[src/rtl/flit_rx_pkg.sv]
// Shared flit definitions: type encodings, error causes, FSM states and stat helpers
// for the flit mux / router / receiver blocks.
package flit_rx_pkg;

  localparam int unsigned TYPE_W = 2;
  localparam int unsigned LEN_W  = 16;
  localparam int unsigned DST_W  = 32;
  localparam int unsigned STAT_W = 32;

  typedef enum logic [TYPE_W-1:0] {
    FT_NONE = 2'b00,
    FT_HEAD = 2'b01,
    FT_TAIL = 2'b10,
    FT_DATA = 2'b11
  } flit_type_e;

  typedef enum logic [2:0] {
    ERR_NONE   = 3'd0,
    ERR_ORPHAN = 3'd1,
    ERR_TRUNC  = 3'd2,
    ERR_NULL   = 3'd3,
    ERR_VCH    = 3'd4,
    ERR_MAXLEN = 3'd5
  } err_code_e;

  typedef enum logic {
    ST_IDLE = 1'b0,
    ST_BODY = 1'b1
  } state_e;

  // Per-packet capture taken from the head flit.
  typedef struct packed {
    logic [LEN_W-1:0] len;
    logic [DST_W-1:0] dst;
  } pkt_info_t;

  function automatic logic [STAT_W-1:0] sat_add(input logic [STAT_W-1:0] a,
                                                input logic [STAT_W-1:0] b);
    logic [STAT_W:0] s;
    s = {1'b0, a} + {1'b0, b};
    return s[STAT_W] ? '1 : s[STAT_W-1:0];
  endfunction

endpackage

[src/rtl/flit_rx_if.sv]
// Incoming flit bus: one flit per cycle, no backpressure.
interface flit_rx_if #(
  parameter int unsigned DATAW_P1 = 66,
  parameter int unsigned VCHW_P1  = 1
);
  logic [DATAW_P1-1:0] idata;
  logic                ivalid;
  logic [VCHW_P1-1:0]  ivch;

  modport master (output idata, ivalid, ivch);
  modport slave  (input  idata, ivalid, ivch);
endinterface

[src/rtl/flit_rx_popcount.sv]
// Combinational population count of a WIDTH-bit vector.
module popcount #(
  parameter int unsigned WIDTH = 64,
  parameter int unsigned CNT_W = $clog2(WIDTH + 1)
) (
  input  logic [WIDTH-1:0] data_i,
  output logic [CNT_W-1:0] cnt_o_c
);

  always_comb begin
    cnt_o_c = '0;
    for (int unsigned i = 0; i < WIDTH; i++) begin
      cnt_o_c = cnt_o_c + CNT_W'(data_i[i]);
    end
  end

endmodule

[src/rtl/flit_rx.sv]
// Flit receiver: reassembles head/data/tail packets, flags protocol errors and
// keeps saturating packet and payload-toggle statistics.
module flit_rx
  import flit_rx_pkg::*;
#(
  parameter int unsigned DATAW_P1 = 66,
  parameter int unsigned VCHW_P1  = 1,
  parameter int unsigned MAXLEN   = 64
) (
  input  logic              clk,
  input  logic              rst,
  flit_rx_if.slave          in_if,
  input  logic              clr,
  output logic              pkt_done,
  output logic [LEN_W-1:0]  pkt_len,
  output logic [DST_W-1:0]  pkt_dst,
  output logic              err,
  output logic [2:0]        err_code,
  output logic [STAT_W-1:0] pkt_cnt,
  output logic [STAT_W-1:0] tgl_cnt
);

  localparam int unsigned PAYW  = DATAW_P1 - TYPE_W;
  localparam int unsigned POP_W = $clog2(PAYW + 1);
  // A DATA flit is legal only while a tail still fits within MAXLEN.
  localparam logic [LEN_W-1:0] LEN_LIMIT = LEN_W'(MAXLEN - 1);

  state_e             state_q, state_d;
  pkt_info_t          cap_q, cap_d;
  logic [VCHW_P1-1:0] vch_q, vch_d;
  logic               pkt_done_q, pkt_done_d;
  logic [LEN_W-1:0]   pkt_len_q, pkt_len_d;
  logic [DST_W-1:0]   pkt_dst_q, pkt_dst_d;
  logic               err_q, err_d;
  err_code_e          err_code_q, err_code_d;
  logic [STAT_W-1:0]  pkt_cnt_q, pkt_cnt_d;
  logic [STAT_W-1:0]  tgl_cnt_q, tgl_cnt_d;
  logic [PAYW-1:0]    prev_q, prev_d;

  flit_type_e         ftype;
  logic [PAYW-1:0]    payload;
  logic [POP_W-1:0]   pop_c;

  assign ftype   = flit_type_e'(in_if.idata[DATAW_P1-1 -: TYPE_W]);
  assign payload = in_if.idata[PAYW-1:0];

  popcount #(
    .WIDTH (PAYW),
    .CNT_W (POP_W)
  ) u_popcount (
    .data_i  (payload ^ prev_q),
    .cnt_o_c (pop_c)
  );

  always_comb begin
    state_d    = state_q;
    cap_d      = cap_q;
    vch_d      = vch_q;
    pkt_done_d = 1'b0;
    pkt_len_d  = pkt_len_q;
    pkt_dst_d  = pkt_dst_q;
    err_d      = 1'b0;
    err_code_d = err_code_q;
    pkt_cnt_d  = pkt_cnt_q;
    tgl_cnt_d  = tgl_cnt_q;
    prev_d     = prev_q;

    if (in_if.ivalid) begin
      prev_d    = payload;
      tgl_cnt_d = sat_add(tgl_cnt_q, STAT_W'(pop_c));

      if (ftype == FT_NONE) begin
        err_d      = 1'b1;
        err_code_d = ERR_NULL;
      end else begin
        case (state_q)
          ST_IDLE: begin
            if (ftype == FT_HEAD) begin
              state_d   = ST_BODY;
              vch_d     = in_if.ivch;
              cap_d.dst = payload[DST_W-1:0];
              cap_d.len = LEN_W'(1);
            end else begin
              err_d      = 1'b1;
              err_code_d = ERR_ORPHAN;
            end
          end
          ST_BODY: begin
            if (ftype == FT_HEAD) begin
              // Truncated packet: drop it and restart on the new head.
              err_d      = 1'b1;
              err_code_d = ERR_TRUNC;
              vch_d      = in_if.ivch;
              cap_d.dst  = payload[DST_W-1:0];
              cap_d.len  = LEN_W'(1);
            end else if (in_if.ivch != vch_q) begin
              err_d      = 1'b1;
              err_code_d = ERR_VCH;
              state_d    = ST_IDLE;
            end else if (ftype == FT_TAIL) begin
              state_d    = ST_IDLE;
              pkt_done_d = 1'b1;
              pkt_len_d  = cap_q.len + LEN_W'(1);
              pkt_dst_d  = cap_q.dst;
              pkt_cnt_d  = sat_add(pkt_cnt_q, STAT_W'(1));
            end else if (cap_q.len >= LEN_LIMIT) begin
              err_d      = 1'b1;
              err_code_d = ERR_MAXLEN;
              state_d    = ST_IDLE;
            end else begin
              cap_d.len = cap_q.len + LEN_W'(1);
            end
          end
          default: state_d = ST_IDLE;
        endcase
      end
    end

    if (clr) begin
      pkt_cnt_d = '0;
      tgl_cnt_d = '0;
    end
  end

  always_ff @(posedge clk) begin
    if (rst) begin
      state_q    <= ST_IDLE;
      cap_q      <= '0;
      vch_q      <= '0;
      pkt_done_q <= 1'b0;
      pkt_len_q  <= '0;
      pkt_dst_q  <= '0;
      err_q      <= 1'b0;
      err_code_q <= ERR_NONE;
      pkt_cnt_q  <= '0;
      tgl_cnt_q  <= '0;
      prev_q     <= '0;
    end else begin
      state_q    <= state_d;
      cap_q      <= cap_d;
      vch_q      <= vch_d;
      pkt_done_q <= pkt_done_d;
      pkt_len_q  <= pkt_len_d;
      pkt_dst_q  <= pkt_dst_d;
      err_q      <= err_d;
      err_code_q <= err_code_d;
      pkt_cnt_q  <= pkt_cnt_d;
      tgl_cnt_q  <= tgl_cnt_d;
      prev_q     <= prev_d;
    end
  end

  assign pkt_done = pkt_done_q;
  assign pkt_len  = pkt_len_q;
  assign pkt_dst  = pkt_dst_q;
  assign err      = err_q;
  assign err_code = err_code_q;
  assign pkt_cnt  = pkt_cnt_q;
  assign tgl_cnt  = tgl_cnt_q;

endmodule

[src/flat_wrapper.sv]
// flat-port wrapper written by rule: the top's interface ports become plain ports
module flit_rx_flat import flit_rx_pkg::*;
#(
  parameter int unsigned DATAW_P1 = 66,
  parameter int unsigned VCHW_P1  = 1,
  parameter int unsigned MAXLEN   = 64
)
  (clk, rst, clr, pkt_done, pkt_len, pkt_dst, err, err_code, pkt_cnt, tgl_cnt, in_if_idata, in_if_ivalid, in_if_ivch);
  flit_rx_if #(.DATAW_P1(DATAW_P1), .VCHW_P1(VCHW_P1)) in_if_i ();
  input  logic clk;
  input  logic rst;
  input  logic clr;
  output logic pkt_done;
  output logic [LEN_W-1:0] pkt_len;
  output logic [DST_W-1:0] pkt_dst;
  output logic err;
  output logic [2:0] err_code;
  output logic [STAT_W-1:0] pkt_cnt;
  output logic [STAT_W-1:0] tgl_cnt;
  input wire logic [$bits(in_if_i.idata)-1:0] in_if_idata;
  input wire logic [$bits(in_if_i.ivalid)-1:0] in_if_ivalid;
  input wire logic [$bits(in_if_i.ivch)-1:0] in_if_ivch;
  assign in_if_i.idata = in_if_idata;
  assign in_if_i.ivalid = in_if_ivalid;
  assign in_if_i.ivch = in_if_ivch;
  flit_rx #(.DATAW_P1(DATAW_P1), .VCHW_P1(VCHW_P1), .MAXLEN(MAXLEN)) u_core (.clk(clk), .rst(rst), .in_if(in_if_i), .clr(clr), .pkt_done(pkt_done), .pkt_len(pkt_len), .pkt_dst(pkt_dst), .err(err), .err_code(err_code), .pkt_cnt(pkt_cnt), .tgl_cnt(tgl_cnt));
endmodule
[config.mk]
export PLATFORM = sky130hd
export DESIGN_NAME = flit_rx_flat
export DESIGN_NICKNAME = d
export VERILOG_FILES = /design/src/rtl/flit_rx_pkg.sv /design/src/rtl/flit_rx_if.sv /design/src/rtl/flit_rx_popcount.sv /design/src/rtl/flit_rx.sv /design/src/flat_wrapper.sv
export SDC_FILE = /design/constraint.sdc
export NUM_CORES = 1
export LEC_CHECK = 0
export ABC_AREA = 1
export BUFFER_PORTS_ARGS = -buffer_cell sky130_fd_sc_hd__clkbuf_2
export CORE_ASPECT_RATIO = 0.7
export CORE_UTILIZATION = 35
export CTS_CLUSTER_SIZE = 16
export DETAILED_ROUTE_END_ITERATION = 8
export GPL_ROUTABILITY_DRIVEN = 0
export PLACE_DENSITY = 0.56
export SYNTH_ARGS = -nofsm -noshare
export SYNTH_HDL_FRONTEND = slang
export SYNTH_HIERARCHICAL = 1
export SYNTH_SLANG_ARGS = --single-unit
[constraint.sdc]
create_clock -name clk -period 22.8 [get_ports clk]
set_clock_uncertainty 0.05 [all_clocks]
set_input_delay 4.56 -clock clk [delete_from_list [all_inputs] [get_ports clk]]
set_output_delay 4.56 -clock clk [all_outputs]
set_load 0.01 [all_outputs]
# Yosys cells after proc, flatten, opt, wreduce, memory -nomap -nowiden
# Cells that the tools add are included.
# totals
regBits	231
out_inout_bits	117
# classes
add_sub_neg	66
magnitude_cmp	1
n_eq_ne	11
mux	31
bitwise	6
reduce_logical	10
# op_table
op	n
$add 7x1->7	57
$mux 32	3
$pmux 48 s2	1
$mux 16	4
$xor 64x64->64	1
$mux 48	1
$add 32x1->33 const B	1
$add 32x7->33	1
$mux 3	6
$add 16x1->16 const B	1
$ge 16x6->1 const B	1
$mux 1	13
$reduce_and 6->1	2
$ne 5x5->1 const B	2
$ne 3x3->1 const B	3
$reduce_and 4->1	2
$add 6x1->7	1
$add 5x1->6	1
$pmux 3 s2	1
$reduce_or 6->1	1
$add 4x1->5	1
$not 1->1	5
$add 3x1->4	1
$pmux 1 s2	2
12 further kinds	13

# Longest topological paths before layout
# Gate-level depths: netlist of the first run.
# depth
ltp_word	66
depth_mapped	36
depth_no_buf	36

# Cells and area by module
# The synthesis of the first run kept the hierarchy.
# by_module_without_submodules
mod	instances	cells_per_inst	area_per_inst_um2	seq_area_each_um2
flit_rx	1	1565	10983.0	4624.4
popcount	1	179	1707.9	0.0

# Worst setup path before layout of the first run
# OpenSTA, ideal clock, no wires.
# synth_timing
path_kind	input -> register
start	input in_if_idata[53]
end	register u_core.tgl_cnt_q[10], in the netlist u_core/tgl_cnt[10]
setup_ps	115
arrival_time_ps	10890
required_time_ps	22635
setup_slack_ps	11745
stages	31
path_buffers	1
path_cell_list	xor2_1 > fa_1 > inv_1 > fa_1 > inv_1 > fa_1 > inv_1 > fa_1 > inv_1 > fa_1 > inv_1 > fa_1 > fa_1 > fa_1 > inv_1 > ha_1 > fa_1 > nand3_1 > nand2_1 > xor2_1 > ha_1 > nand2_1 > nor2_1 > nand3_1 > nand2_1 > buf_4 > nand3_1 > nand2_1 > nand2_1 > o21ai_0 > inv_1
# synth_via
elab_chain_len	14
# synth_rtl
item	line	rtl
start: declaration	flat_wrapper.sv:20	input wire logic [$bits(in_if_i.idata)-1:0] in_if_idata;
$xor 64x64->64	flit_rx.sv:51	.data_i (payload ^ prev_q),
$add 7x1->7 (11 in series)	flit_rx_popcount.sv:13	cnt_o_c = cnt_o_c + CNT_W'(data_i[i]);
via u_core.pop_c[4]	flit_rx.sv:42	logic [POP_W-1:0] pop_c;
$add 32x7->33	flit_rx_pkg.sv:40	s = {1'b0, a} + {1'b0, b};
$mux 32	flit_rx_pkg.sv:41	return s[STAT_W] ? '1 : s[STAT_W-1:0];
end signal: assignment	flit_rx.sv:148	tgl_cnt_q <= tgl_cnt_d;
end: declaration	flit_rx.sv:37	logic [STAT_W-1:0] tgl_cnt_q, tgl_cnt_d;
# The timed path passes the listed nets, and every way through them passes these cells.
# A chain may end at the register's enable or synchronous reset.

# Worst setup path in the final report of the first run
# layout_timing
start	input in_if_idata[17]
end	register u_core.tgl_cnt_q[17], in the netlist u_core/tgl_cnt[17]
# layout_via
elab_chain_len	50
# layout_rtl
item	line
$xor 64x64->64	flit_rx.sv:51
$add 7x1->7 (47 in series)	flit_rx_popcount.sv:13
via u_core.pop_c[4]	flit_rx.sv:42
$add 32x7->33	flit_rx_pkg.sv:40
$mux 32	flit_rx_pkg.sv:41
# The timed path passes the listed nets, and every way through them passes these cells.

==> out/summary.txt, run 1 <==
Hold buffers post-CTS: 0
Crit path time final: 11480 ps
RR Endpoint: u_core/tgl_cnt[17]
Total global routing overflow: 0
Wire length per cell: 15.3 µm
Post-DR vias/cell: 4.84
Worst Path Max Fanout: 14
Antenna-violating nets left: 0
Critical path class: in2reg
Reg2Reg Setup Slack: 15150 ps
DRT Wirelength: 36600 µm
Reg2Reg Depth: 29
IO Port Bufs: 187
Most used cell, CP: fa_1
Dpl hpwl: 26300 µm
Crit path arrival time: 11930 ps
Clock sink total: 231
Syn Std Cell Area: 0.0127 mm²
Initial Util: 0.361
Clock Pin Slew Worst Setup and Hold Paths: 60 ps
Commonest cells in the netlist: nand2_1, dfxtp_1, nor2_1
H-tree depth: 1
Die W: 230 µm
Global Route Usage Sum: 0.195
Async S/R FF share, synth: 0
Final hold vios: 0
Mux share of post-synthesis cell area: 0
N_diodes: 0
Initial antenna violation count: 0
Worst Hold Class: reg2reg
Crit path to: u_core/tgl_cnt[17]
Largest net degree at the start of global routing: 79
CTS Buffer Depth: 3
First-pass GRT wire length: 58200 µm
Gate Count Post-Synth: 1744
Fmax: 87.1 MHz
Top_reg_cell synth: dfxtp_1
Post-Synthesis Mean Instance Area: 7.28 µm²
DRC viols: 0
Final period utilization: 0.504
Critical path startpoint category: input port
Distinct cells, synth: 38
Synth Area in Compound Gates: 0.111
Post-CTS Setup Repair Bufs: 0
Slew headroom: 0.373
Cts bufs inserted: 26
Largest family of logic cells by synthesized area: simple AND/OR/NAND/NOR gates
CTS Root Cell: clkbuf_16
Syn nets: 1894
CTS tree: done
Count leader, synth: nand2_1
Vias: 11600
Worst hold margin: 400 ps
Resized cells post-CTS: 0
DIE AREA: 0.0370 mm²
Slew @ Worst Pin: 938 ps
Max stage delay cell, worst path: fa_1
Rows: 57
Num ports: 188
Ranking of synthesized cells by area: dfxtp_1, nand2_1, fa_1, nor2_1, a21oi_1
Post-synthesis xor/xnor area fraction: 0.0642
Number of global-route vias before repair: 10500
Synth area leader: dfxtp_1
Sequential share of the synthesized area: 0.364
Router iterations before antenna repair: 5
RSZ-0062 raised after global routing: no
CP peak stage delay: 540 ps
MaxCap Viol Count: 0
Layout area overhead: 17.1%
Simple-Gate Fraction of Synth Area: 0.266
EDFF count, synth: 0
Synthesis-stage register bit count: 231
Share of cells above drive strength 1: 0.142
Synth top area share: 0.364
Fin nets: 2049
Setup tns final: 0 ps
Post-Synth Adder-Cell Area: 0.110
YS warnings: 6
Clk_lat worst skew: 550 ps
Finished Core Util: 0.423
CP required: 23250 ps
Max-slew violations: 0
Starting DRC count in detailed routing: 886
Outcome: finished, final reports clean
Final setup viols: 0
Die height: 161 µm
RR Startpoint: u_core/prev_q[23]
Core area: 0.0352 mm²
Start point of the critical path: in_if_idata[17]
Type of destination of the critical path: flop
## critical path, delay by kind of cell
kind	cells	cell delay [ps]
fa+ha+maj	11	4980
buf+inv	6	430
simple gates	11	1620
xor+xnor	2	340
## state kept, by name, summed over array words and instances (netlist names)
name             count
u_core/err_code      3
u_core/pkt_len      16
u_core/prev_q       64
u_core/cap_q        48
u_core/vch_q         1
u_core/pkt_cnt      32
u_core/tgl_cnt      32
u_core/state_q       1
u_core/pkt_done      1
u_core/pkt_dst      32
u_core/err           1
## how the worst min path moves through the flow
stage / cells after the start / start / end
finish: 2 / u_core/cap_q[26] / u_core/cap_q[26]
global route: 2 / u_core/cap_q[26] / u_core/pkt_dst[26]
floorplan: 2 / u_core/cap_q[21] / u_core/cap_q[21]
global placement: 2 / u_core/cap_q[25] / u_core/pkt_dst[25]
CTS: 2 / u_core/cap_q[26] / u_core/cap_q[26]
detailed placement: 2 / u_core/cap_q[26] / u_core/cap_q[26]
## per-layer routing
layer / vias to the layer above / global-route usage / routed length, µm
met1: 5356 / 0.300 / 18600
met2: 334 / 0.285 / 15100
li1: 5846 / - / -
met4: 0 / 0.0345 / 532
met5: - / 0 / 0
met3: 34 / 0.0337 / 2480
## layout by cell type, fill, tap and decap left out, drive strengths merged, types with 55 or more instances in the layout
cell type	n
fa	55
a21oi	154
nand2	386
o21ai	119
nor2	240
inv	198
clkbuf	224
xor2	88
nand3	92
dfxtp	231
## final cells by class
cell class                 count  area (µm²)
fill                        3630       20300
multi-input combinational   1246        7000
sequential                   231        4620
timing repair buffer         197        1010
clock buffer                  38         756
inverter                     197         739
tap                          472         591
clock inverter                10         130
## metrics by stage
step / cell area (µm²) / setup WS (ps) / std cells
global route: 14900 / 10910 / 2391
finish: 14900 / 11320 / 2391
floorplan: 12700 / 11740 / 1744
global placement: 14000 / 10910 / 2343
CTS: 14900 / 11330 / 2391
detailed placement: 14000 / 10790 / 2343
## cells by family after synthesis
kind of cell / after synthesis
buffers and inverters: 267
and+or+nand+nor: 795
DFF: 231
adders and majority gates: 79
xor gates and xnor gates: 93
AOI/OAI and AO/OA: 279
Power of run 1 is not shown: default switching activity piles up to over one toggle a cycle in this logic, so the estimate is an artifact.
==> run 2: changes to the inputs <==
--- a/config.mk
+++ b/config.mk
@@ -12,7 +12,7 @@
 export CTS_CLUSTER_SIZE = 16
 export DETAILED_ROUTE_END_ITERATION = 8
 export GPL_ROUTABILITY_DRIVEN = 0
-export PLACE_DENSITY = 0.56
+export PLACE_DENSITY = 0.58
 export SYNTH_ARGS = -nofsm -noshare
 export SYNTH_HDL_FRONTEND = slang
 export SYNTH_HIERARCHICAL = 1
==> constraint.sdc (replaced) <==
create_clock -name clk -period 9.85 [get_ports clk]
set_clock_uncertainty 0.05 [all_clocks]
set_input_delay 1.97 -clock clk [delete_from_list [all_inputs] [get_ports clk]]
set_output_delay 1.97 -clock clk [all_outputs]
set_load 0.01 [all_outputs]
==> run 2 against run 1 <==
Against the previous run:
- worst hold slack improved by 3.9 ps
- critical path depth unchanged
- design area increased by 0.16%
- via count increased by 0.25%
- global-route usage increased by 0.36 points
- register-to-register slack got worse by 13000 ps
- wire length decreased by 0.39%
- count of clock-buffer cells in the layout decreased by 3
- first-iteration DRC count increased by 1.4%
- flip-flop and latch count unchanged
- highest routed layer unchanged
==> out/summary.txt, run 2 (synthesis results as in run 1) <==
Share of cells above drive strength 1: 0.143 (was 0.142)
Slew headroom: 0.353 (was 0.373)
Worst Path Max Fanout: 14 (unchanged)
CP peak stage delay: 550 ps (was 540 ps)
Starting DRC count in detailed routing: 898 (was 886)
Hold buffers post-CTS: 0 (unchanged)
Post-CTS Setup Repair Bufs: 0 (unchanged)
Wire length per cell: 15.3 µm (about the same)
DRC viols: 0 (unchanged)
CTS tree: done (unchanged)
Outcome: finished, final reports clean (unchanged)
Final setup viols: 0 (unchanged)
MaxCap Viol Count: 0 (unchanged)
Worst hold margin: 404 ps (was 400 ps)
RR Endpoint: u_core/tgl_cnt[17] (unchanged)
Hold endpoint: u_core/pkt_dst[29] (was u_core/cap_q[26])
Final period utilization: 0.896
Resized cells post-CTS: 0 (unchanged)
CP required: 10290 ps (was 23250 ps)
RSZ-0062 raised after global routing: no (unchanged)
Num ports: 188 (unchanged)
Fillers: 3587 (was 3630)
Max-slew violations: 0 (unchanged)
Crit path time final: 8830 ps
Critical path class: in2reg (unchanged)
Antenna-violating nets left: 0 (unchanged)
Vias: 11600 (about the same)
Hold path start: u_core/cap_q[29] (was u_core/cap_q[26])
Largest register FFs: 64 (unchanged)
N_diodes: 0 (unchanged)
DP Area: 0.0140 mm² (about the same)
Reg2Reg Depth: 31 (was 29)
Die W: 230 µm (unchanged)
RR Startpoint: u_core/prev_q[59] (was u_core/prev_q[23])
Layout area overhead: 17.2% (was 17.1%)
Cts bufs inserted: 26 (unchanged)
Number of global-route vias before repair: 11000 (was 10500)
IO Port Bufs: 187 (unchanged)
Biggest register: u_core/prev_q (unchanged)
Max stage delay cell, worst path: fa_1 (unchanged)
Global Route Usage Sum: 0.199 (was 0.195)
Largest registers: u_core/prev_q (64), u_core/cap_q (48) (unchanged)
Fin nets: 2048 (was 2049)
H-tree depth: 1 (unchanged)
Hold Path Depth: 2 (unchanged)
Type of destination of the critical path: flop (unchanged)
Final instance area: 0.0149 mm² (about the same)
Most common cell after layout, fill and taps aside: nand2_1 (unchanged)
Post-DR vias/cell: 4.86 (was 4.84)
Die height: 161 µm (unchanged)
Fmax: 113 MHz
First-pass GRT wire length: 59400 µm (was 58200 µm)
Clock sink total: 231 (unchanged)
Setup tns final: 0 ps (unchanged)
Rows: 57 (unchanged)
Most frequent cells in the layout: nand2_1, nor2_1, dfxtp_1 (unchanged)
Initial antenna violation count: 0 (unchanged)
Core area: 0.0352 mm² (unchanged)
Total global routing overflow: 0 (unchanged)
Most used cell, CP: fa_1 (unchanged)
Largest net degree at the start of global routing: 95 (was 79)
Clk_lat worst skew: 550 ps (about the same)
Worst Hold Class: reg2reg (unchanged)
Router iterations before antenna repair: 6 (was 5)
DIE AREA: 0.0370 mm² (unchanged)
Final hold vios: 0 (unchanged)
Slew @ Worst Pin: 966 ps (was 938 ps)
Initial Util: 0.361 (unchanged)
Critical path startpoint category: input port (unchanged)
CTS Buffer Depth: 3 (unchanged)
DRT Wirelength: 36500 µm (was 36600 µm)
CTS Root Cell: clkbuf_16 (unchanged)
Clock Pin Slew Worst Setup and Hold Paths: 60 ps (about the same)
Reg2Reg Setup Slack: 2260 ps (was 15150 ps)
Crit path arrival time: 9260 ps (was 11930 ps)
Start point of the critical path: in_if_idata[17] (unchanged)
Dpl hpwl: 25900 µm (was 26300 µm)
run 2: cell count changes in the layout (fill, tap and decap cells not counted):
cell | before | now
buf_4 | 11 | 10
bufinv_16 | 2 | 3
inv_8 | 1 | 0
clkinvlp_4 | 2 | 1
clkinv_2 | 2 | 6
inv_6 | 1 | 0
clkbuf_1 | 6 | 1
clkbuf_8 | 6 | 8
run 2: worst max path at each step:
stage                              end  slack (ps)  cells after the start
finish              u_core/tgl_cnt[17]        1020                     30
global route        u_core/tgl_cnt[17]         640                     31
CTS                 u_core/tgl_cnt[17]        1050                     30
detailed placement  u_core/tgl_cnt[17]         500                     30
global placement    u_core/tgl_cnt[17]         560                     30
floorplan           u_core/tgl_cnt[10]        1380                     31
run 2: critical path: cells and delay by family:
family,cells,cell delay [ps]
buf+inv,6,410
fa+ha+maj,11,4940
simple gates,11,1590
xor+xnor,2,330
run 2: cell type report:
| class | instances | area, µm² | share of cell area |
|---|---|---|---|
| multi-input combinational | 1246 | 7000 | 0.471 |
| sequential | 231 | 4620 | 0.311 |
| timing repair buffer | 196 | 1010 | 0.0676 |
| clock buffer | 35 | 764 | 0.0514 |
| inverter | 197 | 739 | 0.0497 |
| tap | 472 | 591 | 0.0397 |
| clock inverter | 12 | 153 | 0.0103 |
run 2: layer usage:
| metal | up-vias | track usage | share of wire | wire length (µm) |
|---|---|---|---|---|
| met5 | - | 0 | 0 | 0 |
| met4 | 0 | 0.0418 | 0.019 | 694 |
| met3 | 46 | 0.0344 | 0.064 | 2340 |
| met2 | 327 | 0.300 | 0.42 | 15500 |
| met1 | 5392 | 0.295 | 0.49 | 18000 |
| li1 | 5834 | - | - | - |
run 2: through the flow:
step,setup slack (ps),utilization,std cells
after floorplan,1380,-,1744
after global placement,560,0.397,2342
after detailed placement,496,0.397,2342
after CTS,1050,0.423,2389
after global routing,636,0.423,2389
final,1020,0.423,2389
Power of run 2 is left out for the same reason.
==> run 3: changes to the inputs <==
--- a/config.mk
+++ b/config.mk
@@ -12,7 +12,7 @@
 export CTS_CLUSTER_SIZE = 16
 export DETAILED_ROUTE_END_ITERATION = 8
 export GPL_ROUTABILITY_DRIVEN = 0
-export PLACE_DENSITY = 0.58
+export PLACE_DENSITY = 0.56
 export SYNTH_ARGS = -nofsm -noshare
 export SYNTH_HDL_FRONTEND = slang
 export SYNTH_HIERARCHICAL = 1
==> constraint.sdc (replaced) <==
create_clock -name clk -period 8.4 [get_ports clk]
set_clock_uncertainty 0.05 [all_clocks]
set_input_delay 1.68 -clock clk [delete_from_list [all_inputs] [get_ports clk]]
set_output_delay 1.68 -clock clk [all_outputs]
set_load 0.01 [all_outputs]
==> run 3 against run 2 <==
Against the previous run:
- first-iteration DRC count is 0.67% higher
- critical path depth is 2 lower
- wire length is 0.19% lower
- flip-flop and latch count stayed put
- worst setup slack worse by 710 ps
- via count is 0.19% higher
- design area is 2.1% higher
- utilization is 0.88 points higher
- global-route usage is 0.17 points lower
- final cell count is 1.7% higher
- critical path type unchanged
==> out/summary.txt, run 3 (synthesis results as in run 1) <==
Share of cells above drive strength 1: 0.162 (was 0.143)
Router iterations before antenna repair: 5 (was 6)
CP Buf/Inv Count: 9 (was 6)
Final instance area: 0.0152 mm² (was 0.0149 mm²)
Type of destination of the critical path: flop (unchanged)
CTS Buffer Depth: 3 (unchanged)
Final non-filler cell total: 2429 (was 2389)
Max stage delay cell, worst path: fa_1 (unchanged)
IO Port Bufs: 187 (unchanged)
RSZ-0062 raised after global routing: no (unchanged)
Most frequent cells in the layout: nand2_1, dfxtp_1, nor2_1 (was nand2_1, nor2_1, dfxtp_1)
Crit path arrival time: 8440 ps (was 9260 ps)
Fin nets: 2088 (was 2048)
First-pass GRT wire length: 58800 µm (was 59400 µm)
Global Route Usage Sum: 0.197 (was 0.199)
Clock Pin Slew Worst Setup and Hold Paths: 60 ps (about the same)
Vias: 11600 (about the same)
Setup ws final: 314 ps (was 1020 ps)
Worst Hold Class: reg2reg (unchanged)
H-tree depth: 1 (unchanged)
Slew @ Worst Pin: 883 ps (was 966 ps)
Clk_lat worst skew: 550 ps (about the same)
Place WS: -388 ps (was 496 ps)
Final setup viols: 0 (unchanged)
Inst Count DP: 2378 (was 2342)
Final period utilization: 0.963
Cts bufs inserted: 26 (unchanged)
Fmax: 124 MHz
Biggest register: u_core/prev_q (unchanged)
Layout area overhead: 19.7% (was 17.2%)
CP peak stage delay: 540 ps (was 550 ps)
MaxCap Viol Count: 0 (unchanged)
DIE AREA: 0.0370 mm² (unchanged)
Most used cell, CP: fa_1 (unchanged)
Die W: 230 µm (unchanged)
Slew headroom: 0.410 (was 0.353)
DP Area: 0.0142 mm² (was 0.0140 mm²)
Critical path class: in2reg (unchanged)
Wire length per cell: 15.0 µm (was 15.3 µm)
Initial antenna violation count: 1 (was 0)
Num ports: 188 (unchanged)
Hold buffers post-CTS: 0 (unchanged)
Worst Path Max Fanout: 7 (was 14)
CTS tree: done (unchanged)
Dpl hpwl: 26500 µm (was 25900 µm)
Rows: 57 (unchanged)
Core area: 0.0352 mm² (unchanged)
Number of global-route vias before repair: 10800 (was 11000)
DRT Wirelength: 36400 µm (was 36500 µm)
Total global routing overflow: 0 (unchanged)
Clock sink total: 231 (unchanged)
Critical path startpoint category: input port (unchanged)
Die height: 161 µm (unchanged)
Max-slew violations: 0 (unchanged)
DRC viols: 0 (unchanged)
Final hold vios: 0 (unchanged)
Crit path time final: 8090 ps
Largest registers: u_core/prev_q (64), u_core/cap_q (48) (unchanged)
Largest net degree at the start of global routing: 80 (was 95)
Starting DRC count in detailed routing: 904 (was 898)
Antenna-violating nets left: 0 (unchanged)
CP required: 8750 ps (was 10290 ps)
Largest register FFs: 64 (unchanged)
Post-DR vias/cell: 4.78 (was 4.86)
Initial Util: 0.361 (unchanged)
Most common cell after layout, fill and taps aside: nand2_1 (unchanged)
Outcome: finished, final reports clean (unchanged)
CTS Root Cell: clkbuf_16 (unchanged)
CP delay by family, top: adder cells (unchanged)
run 3: cell types whose count changed in the layout (fill, tap and decap cells not counted), moves of 2 or more:
cell      delta
buf_4       +38
o21ai_0      -2
o21ai_1      +2
clkinv_2     -2
nand2_1      -3
clkbuf_1     +5
clkbuf_8     -3
nand2_2      +2
run 3: stage by stage:
stage,setup TNS (ps),utilization,hold slack [ps]
finish,0,0.432,404
global route,0,0.432,426
CTS,0,0.430,407
detailed placement,-8690,0.405,399
global placement,-7570,0.405,390
floorplan,0,-,380
run 3: metal layers:
layer | vias to the layer above | GRT usage | wire [µm]
li1 | 5911 | - | -
met2 | 283 | 0.284 | 14700
met4 | 0 | 0.0388 | 618
met1 | 5378 | 0.305 | 19000
met5 | - | 0 | 0
met3 | 49 | 0.0327 | 2070
run 3: worst register-to-register path, stage by stage (launching register included):
cell and delay (ps):
dfxtp_1 320, xor2_1 170, fa_1 540, inv_1 50, fa_1 540, inv_1 70
fa_1 480, inv_1 50, fa_1 470, inv_1 50, fa_1 480, inv_1 60
fa_1 530, fa_1 450, fa_1 510, inv_1 50, ha_1 200, fa_2 350
buf_4 140, xor2_1 160, ha_1 360, or2_2 310, nand3_1 100, nand2_2 110
buf_4 160, nand3_1 70, xor2_1 160, a21oi_1 80
run 3: final timing paths:
path                     start                 end  slack (ps)  cells past startpoint
max            in_if_idata[53]  u_core/tgl_cnt[15]         310                     28
max reg2reg  u_core/prev_q[53]  u_core/tgl_cnt[15]        1220                     27
min reg2reg   u_core/cap_q[13]  u_core/pkt_dst[13]         400                      2
min           u_core/cap_q[13]  u_core/pkt_dst[13]         400                      2
run 3: final cells by class:
class                   instances  area, µm²
well taps                     472        591
fillers                      3594      20000
clock inverters                 9        134
flip-flops and latches        231       4620
inverters                     197        739
multi-input cells            1246       7030
diodes                          1       2.50
clock buffers                  37        742
repair buffers                236       1320
run 3: repair_timing:
| action | 4_1_cts | 5_1_grt |
|---|---|---|
| endpoints found under the setup margin | 0 | 30 |
| buffers inserted | 0 | 4 |
| resized for setup | 0 | 12 |
Power of run 3 is left out for the same reason.
